===== config.mk =====
export PLATFORM = sky130hd
export DESIGN_NAME = fifo_wr_arbiter
export DESIGN_NICKNAME = d
export VERILOG_FILES = /design/src/rtl/fifo_pkg.sv /design/src/rtl/rr_arbiter.sv /design/src/rtl/fifo_wr_arbiter.sv
export SDC_FILE = /design/constraint.sdc
export NUM_CORES = 1
export LEC_CHECK = 0
export CAP_MARGIN = 20
export CORE_MARGIN = 2
export CORE_UTILIZATION = 35
export CTS_BUF_LIST = sky130_fd_sc_hd__clkbuf_16
export CTS_CLUSTER_SIZE = 12
export DETAILED_ROUTE_END_ITERATION = 7
export HOLD_SLACK_MARGIN = 0.15
export PLACE_DENSITY = 0.71
export SYNTH_ARGS = -nofsm -noshare
export SYNTH_HDL_FRONTEND = slang
export SYNTH_SLANG_ARGS = --single-unit
export TNS_END_PERCENT = 50

===== constraint.sdc =====
create_clock -name clk -period 2.4 [get_ports clk]
set_clock_uncertainty 0.05 [all_clocks]
set_input_delay 0.72 -clock clk [delete_from_list [all_inputs] [get_ports clk]]
set_output_delay 0.72 -clock clk [all_outputs]
set_load 0.02 [all_outputs]

===== src/rtl/fifo_pkg.sv =====
// Shared constants and index-width helper for the write-arbiter slice.
package fifo_pkg;

    localparam int DEF_DATA_WIDTH = 8;
    localparam int DEF_NUM_SRC    = 4;

    function automatic int idx_w(input int n);
        return (n > 1) ? $clog2(n) : 1;
    endfunction

endpackage


===== src/rtl/rr_arbiter.sv =====
// Combinational round-robin pick: first requester at or above ptr, wrapping.
// Latency: zero cycles; backpressure: none, pure function of req and ptr.
module rr_arbiter
    import fifo_pkg::*;
#(
    parameter  int NUM_SRC = DEF_NUM_SRC,
    localparam int IDX_W   = idx_w(NUM_SRC)
) (
    input  logic [NUM_SRC-1:0] req,
    input  logic [IDX_W-1:0]   ptr,
    output logic               gnt_vld,
    output logic [IDX_W-1:0]   gnt_idx
);

    logic [IDX_W-1:0] cand;

    // Walk the offsets downward so the smallest offset from ptr is the last writer.
    always_comb begin
        gnt_vld = 1'b0;
        gnt_idx = '0;
        cand    = '0;
        for (int k = NUM_SRC - 1; k >= 0; k--) begin
            cand = IDX_W'((int'(ptr) + k) % NUM_SRC);
            if (req[cand]) begin
                gnt_vld = 1'b1;
                gnt_idx = cand;
            end
        end
    end

endmodule


===== src/rtl/fifo_wr_arbiter.sv =====
// Merges NUM_SRC single-entry producer ports into one registered FIFO write port.
// Latency: 1 cycle hold to wr_en; backpressure: wr_afull stalls grants, full holds drop s_ready.
module fifo_wr_arbiter
    import fifo_pkg::*;
#(
    parameter  int DATA_WIDTH  = DEF_DATA_WIDTH,
    parameter  int NUM_SRC     = DEF_NUM_SRC,
    parameter  int STALL_CNT_W = 16,
    localparam int IDX_W       = idx_w(NUM_SRC)
) (
    input  logic                          clk,
    input  logic                          rst_n,
    input  logic                          flush,
    input  logic [NUM_SRC-1:0]            s_valid,
    input  logic [NUM_SRC*DATA_WIDTH-1:0] s_data,
    output logic [NUM_SRC-1:0]            s_ready,
    input  logic                          wr_afull,
    output logic                          wr_en,
    output logic [DATA_WIDTH-1:0]         wr_data,
    output logic [IDX_W-1:0]              wr_src,
    output logic [STALL_CNT_W-1:0]        stall_cnt
);

    logic [NUM_SRC-1:0]                 hold_vld_q, hold_vld_d;
    logic [NUM_SRC-1:0][DATA_WIDTH-1:0] hold_data_q, hold_data_d;
    logic [IDX_W-1:0]                   rr_ptr_q, rr_ptr_d;
    logic                               wr_en_q, wr_en_d;
    logic [DATA_WIDTH-1:0]              wr_data_q, wr_data_d;
    logic [IDX_W-1:0]                   wr_src_q, wr_src_d;
    logic [STALL_CNT_W-1:0]             stall_cnt_q, stall_cnt_d;
    logic                               gnt_vld, gnt_fire;
    logic [IDX_W-1:0]                   gnt_idx;

    rr_arbiter #(.NUM_SRC(NUM_SRC)) u_rr (
        .req     (hold_vld_q),
        .ptr     (rr_ptr_q),
        .gnt_vld (gnt_vld),
        .gnt_idx (gnt_idx)
    );

    assign s_ready  = ~hold_vld_q & {NUM_SRC{~flush}};
    assign gnt_fire = gnt_vld & ~wr_afull & ~flush;

    always_comb begin
        hold_vld_d  = hold_vld_q;
        hold_data_d = hold_data_q;
        rr_ptr_d    = rr_ptr_q;
        wr_en_d     = 1'b0;
        wr_data_d   = wr_data_q;
        wr_src_d    = wr_src_q;
        stall_cnt_d = stall_cnt_q;

        // A granted hold has s_ready low, so load and clear never hit the same slot.
        for (int i = 0; i < NUM_SRC; i++) begin
            if (s_valid[i] && s_ready[i]) begin
                hold_vld_d[i]  = 1'b1;
                hold_data_d[i] = s_data[i*DATA_WIDTH +: DATA_WIDTH];
            end
        end

        if (gnt_fire) begin
            hold_vld_d[gnt_idx] = 1'b0;
            wr_en_d             = 1'b1;
            wr_data_d           = hold_data_q[gnt_idx];
            wr_src_d            = gnt_idx;
            rr_ptr_d            = (gnt_idx == IDX_W'(NUM_SRC - 1)) ? '0 : gnt_idx + IDX_W'(1);
        end

        if ((|hold_vld_q) && wr_afull && !flush && (stall_cnt_q != '1)) begin
            stall_cnt_d = stall_cnt_q + STALL_CNT_W'(1);
        end

        if (flush) begin
            hold_vld_d = '0;
            rr_ptr_d   = '0;
        end
    end

    always_ff @(posedge clk or negedge rst_n) begin
        if (!rst_n) begin
            hold_vld_q  <= '0;
            rr_ptr_q    <= '0;
            wr_en_q     <= 1'b0;
            wr_data_q   <= '0;
            wr_src_q    <= '0;
            stall_cnt_q <= '0;
        end else begin
            hold_vld_q  <= hold_vld_d;
            rr_ptr_q    <= rr_ptr_d;
            wr_en_q     <= wr_en_d;
            wr_data_q   <= wr_data_d;
            wr_src_q    <= wr_src_d;
            stall_cnt_q <= stall_cnt_d;
        end
    end

    // Payload is qualified by hold_vld_q, so it carries no reset.
    always_ff @(posedge clk) begin
        hold_data_q <= hold_data_d;
    end

    assign wr_en     = wr_en_q;
    assign wr_data   = wr_data_q;
    assign wr_src    = wr_src_q;
    assign stall_cnt = stall_cnt_q;

endmodule

==> results.ini, run 1 <==
[power_and_ir_drop]
power_mw=3.54
power.share.combinational_pct=23.3
p_clk_share_pct=35.8
switching_share_pct=28.3
powerDensity_nw_per_um2=885
p_int_mw=2.54
p_sw_mw=1.00
pwr-share-seq_pct=40.8
p_leak_nw=1.58
peakVddDrop_uv=365

[detailed_routing]
drc=0
routedWlPerCell_microns=15.5
dr.pass1.iters=4
viasPerCell=4.98
wirelength_mm=6.23
drt-initial-drc-count=88
vias=2006
drtAntennaViolNets=0

[die]
rows=32
fp.dieH_microns=92.8
die-width_microns=92.8
die_area_sq_um=8620
initial_core_util_pct=35.9
pin_count=71
core_sq_um=7690

[clocking]
h-tree-depth=3
cts_buffer_depth=2
numClockSinks=65
tritoncts=done
cts_setup_buffers=0
hold_buffers=0
cts-buffers-inserted=9
clockRootBuffer=clkbuf_16
clkTransAtPathRegs_ns=0.05
clkLatencyLatePin_ns=0.32

[global_route]
use_met1_pct=20.4
grt_overflow_total=0
grt_pass1_vias=1974
antenna_found_initial=0
met2_usage_pct=23.1
grt_pass1_wl_mm=9.89
top_usage_layer=met2
grtUsageMet3_pct=4.56
grt_max_degree=34
grt.total_usage_pct=15.2

[min_path]
min_to=wr_src[1]$_DFFE_PN0N_
hold_start=wr_src[1]$_DFFE_PN0N_
worstHoldPathType=reg -> reg
whs_path_depth=2

[yosys]
netlist.top_cell.by_area=edfxtp_1
ys_seq_area_share_pct=64.7
syn-num-nets=244
async_flop_share_pct=50.8
ys_seq_elements=65
syn_area_per_cell_sq_um=13.7
synthCells=202
synth_ff_type=dfrtp_1
synthTopCellsByArea=edfxtp_1 (35%), dfrtp_1 (30%), xnor2_1 (3.8%)
syn-cell-area_sq_um=2760
synth_edf_count=32
synth_top_cell_area_share_pct=34.8
ys_warn_count=0
ys_types=44

[worst_setup_path]
cp-start-kind=input pin
worstPathArrival_ns=1.57
path_class=in -> out
reg2reg_to=wr_data[4]$_DFFE_PN0N_
critPathRequiredTime_ns=1.63
worst-r2r-setup-slack_ns=0.22
worst_r2r_path_depth=6
endpoint_kind=output pin
reg2reg_from=hold_vld_q[3]$_DFF_PN0_
crit_fanout=7

[finish]
area_growth_pct=44.9
fin_area_sq_um=4000
antenna_cells=0
layout_commonest_cell=clkdlybuf4s50_1
fillCellCount=697
nNetsFinal=338
final_cell_mix=clkdlybuf4s50_1 (66), dfrtp_1 (33), edfxtp_1 (32)
multi_input_area_sq_um=950
regArea_sq_um=1790
drive_above_1_share_pct=17.6

[timing]
hold_viol=0
relSlewSlack_pct=61.3
setup-tns-final_ns=0
worst_slew_pin_slew_ns=0.575
finalSetupViolations=0
period_share_pct=97.6
slew_violations=0
grt_setup_unrepaired=no
fmax_mhz=427
post-route-min-period_ns=2.34

[place]
routabilityCongestion=0.712
place_area_sq_um=3710
port-buffer-count=70
dp_hpwl_mm=4.65

[status]
status=completed

[run]
max_cap_viol_count=0

[registers in the layout, indices dropped and copies added (netlist names)]
| name | count |
|---|---|
| hold_data_q | 32 |
| hold_vld_q | 4 |
| rr_ptr_q | 2 |
| stall_cnt | 16 |
| wr_data | 8 |
| wr_en | 1 |
| wr_src | 2 |
[routing by layer]
| layer | up-vias | routed length (microns) |
|---|---|---|
| met5 | - | 0 |
| met3 | 5 | 377 |
| li1 | 956 | - |
| met2 | 53 | 3030 |
| met1 | 992 | 2760 |
| met4 | 0 | 62 |
[worst max-delay path by stage]
stage,startpoint,to,slack [ns],cells after the start
finish,flush,s_ready[2],0.06,4
global route,flush,s_ready[3],0.02,4
CTS,flush,s_ready[2],0.01,4
detailed placement,flush,s_ready[2],-0.43,4
global placement,flush,s_ready[2],-0.46,4
floorplan,flush,s_ready[0],0.42,2
[worst max-delay path, cell delays in order]
cell and delay [ns]:
clkdlybuf4s50_1 0.39, buf_4 0.17, nor2_2 0.12, buf_4 0.16
[timing repair]
action,CTS,global route
setup endpoints to repair,4,3
pin swaps,0,0
gates cloned,0,0
gates resized for setup,17,5
[power groups by stage]
stage          clock network (mW)  registers [mW]  logic (mW)
2_1_floorplan                   0            1.56       0.315
3_3_place_gp                    0            1.46       0.812
3_5_place_dp                    0            1.46       0.834
4_1_cts                      1.29            1.45       0.832
5_1_grt                      1.34            1.47       0.887
6_report                     1.27            1.45       0.826
[Yosys cell counts (2+ instances only)]
cell / count
nand4b_1: 2
mux2_4: 2
and4_1: 2
and3_1: 4
a311oi_1: 2
ha_1: 2
o221a_1: 5
xor2_1: 2
o21ai_0: 7
a211oi_1: 4
nor2b_1: 2
dfrtp_1: 33
a31oi_2: 2
edfxtp_1: 32
o221ai_1: 3
nand4_1: 6
mux2i_1: 6
nand2b_1: 3
mux2_1: 3
and2_1: 4
nor2_1: 11
mux2_2: 2
nand3_1: 16
xnor2_1: 12
inv_2: 3
nand2_1: 13
a21oi_1: 2
[through the flow]
| step | hold slack, ns | std cells | util, % | setup slack, ns |
|---|---|---|---|---|
| after global routing | 0.481 | 403 | 52.1 | 0.0171 |
| after detailed placement | 0.426 | 387 | 48.3 | -0.433 |
| final | 0.437 | 403 | 52.1 | 0.0583 |
| after floorplan | 0.374 | 202 | - | 0.415 |
| after CTS | 0.438 | 403 | 51.9 | 0.0113 |
| after global placement | 0.434 | 387 | 48.3 | -0.456 |
[final cells by class]
type | instances | area share, %
clock buffer | 9 | 5.63
timing repair buffer | 86 | 20.8
multi-input combinational | 131 | 23.7
tap | 102 | 3.19
clock inverter | 7 | 1.75
inverter | 3 | 0.281
sequential | 65 | 44.6
[logic make-up after synthesis]
| family | synth area share (%) |
|---|---|
| DFF | 64.7 |
| muxes | 5.30 |
| xor gates and xnor gates | 4.44 |
| and+or+nand+nor | 15.7 |
| buffers and inverters | 1.22 |
| adders and majority gates | 0.906 |
| AOI/OAI and AO/OA | 7.74 |
Note: power is estimated with default switching activity, not from simulation.
==> inputs of run 2 (changes only) <==
--- a/config.mk
+++ b/config.mk
@@ -5,14 +5,16 @@
 export SDC_FILE = /design/constraint.sdc
 export NUM_CORES = 1
 export LEC_CHECK = 0
+export ABC_AREA = 1
 export CAP_MARGIN = 20
 export CORE_MARGIN = 2
-export CORE_UTILIZATION = 35
+export CORE_UTILIZATION = 50
 export CTS_BUF_LIST = sky130_fd_sc_hd__clkbuf_16
 export CTS_CLUSTER_SIZE = 12
 export DETAILED_ROUTE_END_ITERATION = 7
+export DONT_BUFFER_PORTS = 1
 export HOLD_SLACK_MARGIN = 0.15
-export PLACE_DENSITY = 0.71
+export PLACE_DENSITY = 0.76
 export SYNTH_ARGS = -nofsm -noshare
 export SYNTH_HDL_FRONTEND = slang
 export SYNTH_SLANG_ARGS = --single-unit
==> run 2 against run 1 <==
Effect of this change: flip-flop and latch count unchanged; setup slack better by 0.21 ns; via count up 13%; clock power up 7%; final area down 11%; final cell count up 3.5%; fmax up 9.8%; sequential power up 21%.
==> results.ini, run 2 <==
[worst_setup_path]
path_class=reg -> reg  ; was in -> out
cp-start-kind=flop  ; was input pin
endpoint_kind=flop  ; was output pin
critPathRequiredTime_ns=2.60  ; was 1.63 ns
worstPathArrival_ns=2.33  ; was 1.57 ns
crit_fanout=13  ; was 7

[power_and_ir_drop]
p_leak_nw=1.52  ; was 1.58 nW
p_int_mw=2.76  ; was 2.54 mW
power.share.combinational_pct=31.1  ; was 23.3%
power_mw=4.54  ; was 3.54 mW
p_clk_share_pct=30.1  ; was 35.8%
p_sw_mw=1.78  ; was 1.00 mW
pwr-share-seq_pct=38.8  ; was 40.8%
peakVddDrop_uv=782  ; was 365 uV
switching_share_pct=39.2  ; was 28.3%
powerDensity_nw_per_um2=1280  ; was 885 nW/um^2

[detailed_routing]
drt-initial-drc-count=131  ; was 88
wirelength_mm=6.49  ; was 6.23 mm
routedWlPerCell_microns=15.6  ; was 15.5 microns
viasPerCell=5.41  ; was 4.98
drc=0  ; unchanged
drtAntennaViolNets=0  ; unchanged
dr.pass1.iters=4  ; unchanged
vias=2257  ; was 2006

[global_route]
grt_pass1_wl_mm=11.0  ; was 9.89 mm
grt.total_usage_pct=20.3  ; was 15.2%
grt_pass1_vias=2305  ; was 1974
antenna_found_initial=0  ; unchanged
grt_overflow_total=0  ; unchanged
grt_max_degree=34  ; unchanged

[yosys]
synth_ff_type=dfrtp_1  ; unchanged
synthTopCellsByArea=edfxtp_1 (31%), dfrtp_1 (26%), nand2_1 (9.6%)  ; was edfxtp_1 (35%), dfrtp_1 (30%), xnor2_1 (3.8%)
synth_most_common_cell=nand2_1  ; was dfrtp_1
async_flop_share_pct=50.8  ; unchanged
synthCells=325  ; was 202
ys_seq_elements=65  ; unchanged
syn-cell-area_sq_um=3120  ; was 2760 sq um
syn_area_per_cell_sq_um=9.60  ; was 13.7 sq um
netlist.top_cell.by_area=edfxtp_1  ; unchanged
ys_seq_area_share_pct=57.3  ; was 64.7%
synth_top_cell_area_share_pct=30.8  ; was 34.8%
ys_warn_count=0  ; unchanged
syn-num-nets=367  ; was 244
synth_commonest_cells=nand2_1 (80), nand3_1 (39), dfrtp_1 (33), edfxtp_1 (32), nor2_1 (30)  ; was dfrtp_1 (33), edfxtp_1 (32), nand3_1 (16), nand2_1 (13), xnor2_1 (12)
synth_edf_count=32  ; unchanged
ys_types=36  ; was 44

[die]
die-width_microns=83.0  ; was 92.8 microns
die_area_sq_um=6890  ; was 8620 sq um
fp.dieH_microns=83.0  ; was 92.8 microns
rows=28  ; was 32
initial_core_util_pct=52.1  ; was 35.9%
core_sq_um=5990  ; was 7690 sq um
pin_count=71  ; unchanged

[finish]
fillCellCount=488  ; was 697
area_growth_pct=13.8  ; was 44.9%
finalNonFillerCells=417  ; was 403
multi_input_area_sq_um=1160  ; was 950 sq um
antenna_cells=0  ; unchanged
regMostFlops=hold_data_q  ; unchanged
nNetsFinal=379  ; was 338
layout_commonest_cell=nand2_1  ; was clkdlybuf4s50_1
drive_above_1_share_pct=15.5  ; was 17.6%
post-route-util_pct=59.2  ; was 52.1%
final_cell_mix=nand2_1 (80), nand3_1 (39), dfrtp_1 (33)  ; was clkdlybuf4s50_1 (66), dfrtp_1 (33), edfxtp_1 (32)
regArea_sq_um=1790  ; unchanged
fin_area_sq_um=3550  ; was 4000 sq um
largest_reg_flops=32  ; unchanged

[timing]
post-route-min-period_ns=2.13  ; was 2.34 ns
grt_setup_unrepaired=no  ; unchanged
worst_slew_pin_slew_ns=0.407  ; was 0.575 ns
fmax_mhz=469  ; was 427 MHz
relSlewSlack_pct=72.6  ; was 61.3%
setup-tns-final_ns=0  ; unchanged
period_share_pct=88.8  ; was 97.6%
slew_violations=0  ; unchanged
finalSetupViolations=0  ; unchanged
hold_ws_ns=0.174  ; was 0.437 ns
hold_viol=0  ; unchanged
layout_setup_ws_ns=0.268  ; was 0.0583 ns

[place]
port-buffer-count=0  ; was 70
place_area_sq_um=3210  ; was 3710 sq um
dp_cells=400  ; was 387
dp_hpwl_mm=4.55  ; was 4.65 mm
pre_cts_ws_ns=0.298  ; was -0.433 ns
routabilityCongestion=1.01  ; was 0.712

[clocking]
cts-buffers-inserted=9  ; unchanged
clkTransAtPathRegs_ns=0.05  ; about the same
clockRootBuffer=clkbuf_16  ; unchanged
tritoncts=done  ; unchanged
cts_setup_buffers=0  ; unchanged
postCtsResizedCells=0  ; was 17
numClockSinks=65  ; unchanged
cts_buffer_depth=2  ; unchanged
clkLatencyLatePin_ns=0.32  ; about the same
h-tree-depth=3  ; unchanged

[min_path]
worstHoldPathType=in -> async  ; was reg -> reg

[run]
max_cap_viol_count=0  ; unchanged

[status]
status=completed  ; unchanged

-- run 2: cell types whose count changed after synthesis, sizes merged, moves of 5 or more --
cell,change
o21ai,+7
inv,+24
o221a,-5
mux2i,-6
buf,+6
nand2,+75
mux2,-7
xnor2,-6
nand3,+26
xor2,+7
nor2,+24
-- run 2: what timing repair did --
action,4_1_cts,5_1_grt
endpoints found under the setup margin,0,0
hold endpoints to repair,33,0
hold buffers,1,0
-- run 2: final timing paths --
kind / from / endpoint / slack, ns / depth (start not counted)
setup / recovery: rr_ptr_q[0]$_DFFE_PN0P_ / stall_cnt[7]$_DFFE_PN0P_ / 0.27 / 9
hold / removal: rst_n / rr_ptr_q[0]$_DFFE_PN0P_ / 0.17 / 1
setup reg to reg: rr_ptr_q[0]$_DFFE_PN0P_ / stall_cnt[7]$_DFFE_PN0P_ / 0.27 / 9
hold reg to reg: hold_data_q[15]$_DFFE_PP_ / wr_data[7]$_DFFE_PN0N_ / 0.53 / 4
max in group asynchronous: rst_n / stall_cnt[9]$_DFFE_PN0P_ / 1.95 / 1
min in group clk: s_data[6] / hold_data_q[6]$_DFFE_PP_ / 0.44 / 0
-- run 2: metal layers --
| layer | wire length, microns | global-route usage, % |
|---|---|---|
| met3 | 397 | 5.86 |
| met1 | 2630 | 23.8 |
| met5 | 0 | 0 |
| met2 | 3200 | 33.5 |
| met4 | 261 | 11.5 |
-- run 2: cell families after synthesis --
logic type,count (synthesis),synth area share (%)
and+or+nand+nor,186,28.0
DFF,65,57.3
buffers and inverters,36,5.62
AOI/OAI and AO/OA,21,4.05
xor gates and xnor gates,15,4.21
adders and majority gates,2,0.802
-- run 2: critical path, cell delays in order (launching register included) --
cell	delay (ns)
dfrtp_1	0.59
nand2_1	0.18
nand2_1	0.10
nand2_1	0.08
nor3_2	0.20
nor2_1	0.08
nand2_1	0.31
inv_2	0.20
nand3b_1	0.14
xnor2_1	0.12
-- run 2: power groups by stage --
stage	Combinational, mW	Clock, mW	Sequential (mW)
after floorplan	1.18	0	1.71
after global placement	1.33	0	1.78
after detailed placement	1.37	0	1.78
after CTS	1.41	1.39	1.76
after global routing	1.62	1.44	1.79
final	1.41	1.36	1.76
-- run 2: area by class of cell --
cell class | count | area share [%]
well taps | 75 | 2.64
multi-input cells | 224 | 32.6
inverters | 27 | 2.93
repair buffers | 10 | 2.47
clock buffers | 9 | 6.35
clock inverters | 7 | 2.64
flip-flops and latches | 65 | 50.4
==> inputs of run 3 (changes only) <==
--- a/config.mk
+++ b/config.mk
@@ -5,7 +5,6 @@
 export SDC_FILE = /design/constraint.sdc
 export NUM_CORES = 1
 export LEC_CHECK = 0
-export ABC_AREA = 1
 export CAP_MARGIN = 20
 export CORE_MARGIN = 2
 export CORE_UTILIZATION = 50
@@ -15,6 +14,7 @@
 export DONT_BUFFER_PORTS = 1
 export HOLD_SLACK_MARGIN = 0.15
 export PLACE_DENSITY = 0.76
+export RECOVER_POWER = 25
 export SYNTH_ARGS = -nofsm -noshare
 export SYNTH_HDL_FRONTEND = slang
 export SYNTH_SLANG_ARGS = --single-unit
==> run 3 against run 2 <==
Effect of this change: final cell count down 30%; register-to-register slack better by 0.04 ns; utilization down 1.3 points; critical endpoint is now wr_data[3]$_DFFE_PN0N_; non-clock buffer count down 6; power down 31%; fmax up 1.8%; combinational power down 73%; setup slack better by 0.038 ns; sequential share of layout area up 6.7 points; die area down 11%; first-iteration DRC count down 50%; clock power down 17%.
==> results.ini, run 3 (synthesis gave the netlist of run 1 again) <==
[status]
status=completed  ; unchanged

[detailed_routing]
drtAntennaViolNets=0  ; unchanged
dr.pass1.iters=4  ; unchanged
drc=0  ; unchanged
vias=1713  ; was 2257
viasPerCell=5.87  ; was 5.41
drt-initial-drc-count=66  ; was 131
wirelength_mm=5.28  ; was 6.49 mm
routedWlPerCell_microns=18.1  ; was 15.6 microns

[global_route]
antenna_found_initial=1  ; was 0
grt.total_usage_pct=18.5  ; was 20.3%
grt_overflow_total=0  ; unchanged
grt_pass1_vias=1734  ; was 2305
grt_max_degree=34  ; unchanged
grt_pass1_wl_mm=8.29  ; was 11.0 mm

[die]
core_sq_um=5410  ; was 5990 sq um
pin_count=71  ; unchanged
die-width_microns=78.3  ; was 83.0 microns
rows=27  ; was 28
initial_core_util_pct=51.1  ; was 52.1%
die_area_sq_um=6140  ; was 6890 sq um
fp.dieH_microns=78.3  ; was 83.0 microns

[timing]
period_share_pct=87.3  ; was 88.8%
grt_setup_unrepaired=no  ; unchanged
finalSetupViolations=0  ; unchanged
post-route-min-period_ns=2.09  ; was 2.13 ns
fmax_mhz=478  ; was 469 MHz
relSlewSlack_pct=5.06  ; was 72.6%
worst_slew_pin_slew_ns=1.42  ; was 0.407 ns
setup-tns-final_ns=0  ; unchanged
slew_violations=0  ; unchanged
layout_setup_ws_ns=0.306  ; was 0.268 ns
hold_viol=0  ; unchanged
hold_ws_ns=0.406  ; was 0.174 ns

[place]
dp_hpwl_mm=3.80  ; was 4.55 mm
pre_cts_ws_ns=0.253  ; was 0.298 ns
dp_cells=274  ; was 400
port-buffer-count=0  ; unchanged
routabilityCongestion=0.838  ; was 1.01
place_area_sq_um=2850  ; was 3210 sq um

[worst_setup_path]
cp_cell_sequence=nor2_2 -> and4b_1 -> nor2_4 -> mux2_1 -> o221a_1  ; was nand2_1 -> nand2_1 -> nand2_1 -> nor3_2 -> nor2_1 -> nand2_1 -> inv_2 -> nand3b_1 -> xnor2_1
worstPathArrival_ns=2.25  ; was 2.33 ns
cp_slowest_stage_delay_ns=0.44  ; was 0.59 ns
cp-start-kind=flop  ; unchanged
endpoint_kind=flop  ; unchanged
reg2reg_from=hold_vld_q[3]$_DFF_PN0_  ; was rr_ptr_q[0]$_DFFE_PN0P_
cp_slowest_cell=dfrtp_1  ; unchanged
crit_fanout=12  ; was 13
crit_end=wr_data[3]$_DFFE_PN0N_  ; was stall_cnt[7]$_DFFE_PN0P_
cp-startpoint=hold_vld_q[3]$_DFF_PN0_  ; was rr_ptr_q[0]$_DFFE_PN0P_
critPathRequiredTime_ns=2.56  ; was 2.60 ns
worst-r2r-setup-slack_ns=0.31  ; was 0.27 ns
reg2reg_to=wr_data[3]$_DFFE_PN0N_  ; was stall_cnt[7]$_DFFE_PN0P_
worst_r2r_path_depth=5  ; was 9
path_class=reg -> reg  ; unchanged

[power_and_ir_drop]
powerDensity_nw_per_um2=992  ; was 1280 nW/um^2
pwr-share-seq_pct=51.1  ; was 38.8%
power_mw=3.11  ; was 4.54 mW
p_sw_uw=924  ; was 1.78 mW
switching_share_pct=29.8  ; was 39.2%
power.share.combinational_pct=12.4  ; was 31.1%
p_int_mw=2.18  ; was 2.76 mW
p_leak_nw=1.24  ; was 1.52 nW
p_clk_share_pct=36.5  ; was 30.1%
peakVddDrop_uv=689  ; was 782 uV

[clocking]
clkTransAtPathRegs_ns=0.05  ; about the same
h-tree-depth=3  ; unchanged
clkLatencyLatePin_ns=0.33  ; was 0.32 ns
cts-buffers-inserted=9  ; unchanged
cts_buffer_depth=2  ; unchanged
tritoncts=done  ; unchanged
clockRootBuffer=clkbuf_16  ; unchanged
numClockSinks=65  ; unchanged
postCtsResizedCells=0  ; unchanged

[run]
max_cap_viol_count=0  ; unchanged

[finish]
final_cell_mix=dfrtp_1 (33), edfxtp_1 (32), nand3_1 (16)  ; was nand2_1 (80), nand3_1 (39), dfrtp_1 (33)
largest_reg_flops=32  ; unchanged
drive_above_1_share_pct=14.2  ; was 15.5%
post-route-util_pct=58.0  ; was 59.2%
regMostFlops=hold_data_q  ; unchanged
fin_area_sq_um=3130  ; was 3550 sq um
area_growth_pct=13.4  ; was 13.8%
finalNonFillerCells=292  ; was 417
fillCellCount=421  ; was 488
layout_commonest_cell=dfrtp_1  ; was nand2_1
nNetsFinal=256  ; was 379

[min_path]
hold_start=flush
worstHoldPathType=in -> reg  ; was in -> async

## run 3: changes by cell type in the layout (fill, tap and decap cells not counted), sizes merged, moves of 5 or more
cell	delta
xor2	-7
o21ai	-7
inv	-23
nor2	-24
buf	-7
nand2	-75
nand3	-26
mux2i	+6
mux2	+7
o221a	+5
xnor2	+6
## run 3: power by group through the flow
stage               logic, mW  registers (mW)  clock network [mW]
finish                  0.386            1.59                1.13
CTS                     0.391            1.59                1.15
global placement        0.361            1.61                   0
global route            0.429            1.61                1.20
floorplan               0.315            1.56                   0
detailed placement      0.374            1.61                   0
## run 3: how the worst min path moves through the flow
stage / endpoint / cells past startpoint
2_1_floorplan: hold_vld_q[0]$_DFF_PN0_ / 0
3_3_place_gp: stall_cnt[10]$_DFFE_PN0P_ / 0
3_5_place_dp: stall_cnt[9]$_DFFE_PN0P_ / 0
4_1_cts: hold_vld_q[1]$_DFF_PN0_ / 1
5_1_grt: rr_ptr_q[0]$_DFFE_PN0P_ / 1
6_report: rr_ptr_q[0]$_DFFE_PN0P_ / 1
## run 3: metal layers
metal	track usage (%)	vias up	part of all wire, %
li1	-	795	-
met1	19.9	842	40
met2	29.5	69	49
met3	10.8	7	9.2
met4	8.42	0	1.3
met5	0	-	0
## run 3: critical path, delay by kind of cell (launching register included)
family | cells | cell delay (ns)
flops | 1 | 0.44
compound gates | 1 | 0.20
simple gates | 3 | 0.91
mux | 1 | 0.37
## run 3: timing repair
item,CTS,global route
setup buffers,0,0
hold buffers,1,0
endpoints found under the hold margin,33,0
## run 3: layout make-up
type	count	area, sq um	area share [%]
clock buffer	9	225	7.19
antenna	1	2.50	0.0799
tap	72	90.1	2.88
sequential	65	1790	57.0
timing repair buffer	4	35.0	1.12
inverter	3	11.3	0.359
clock inverter	7	40.0	1.28
multi-input combinational	131	942	30.1
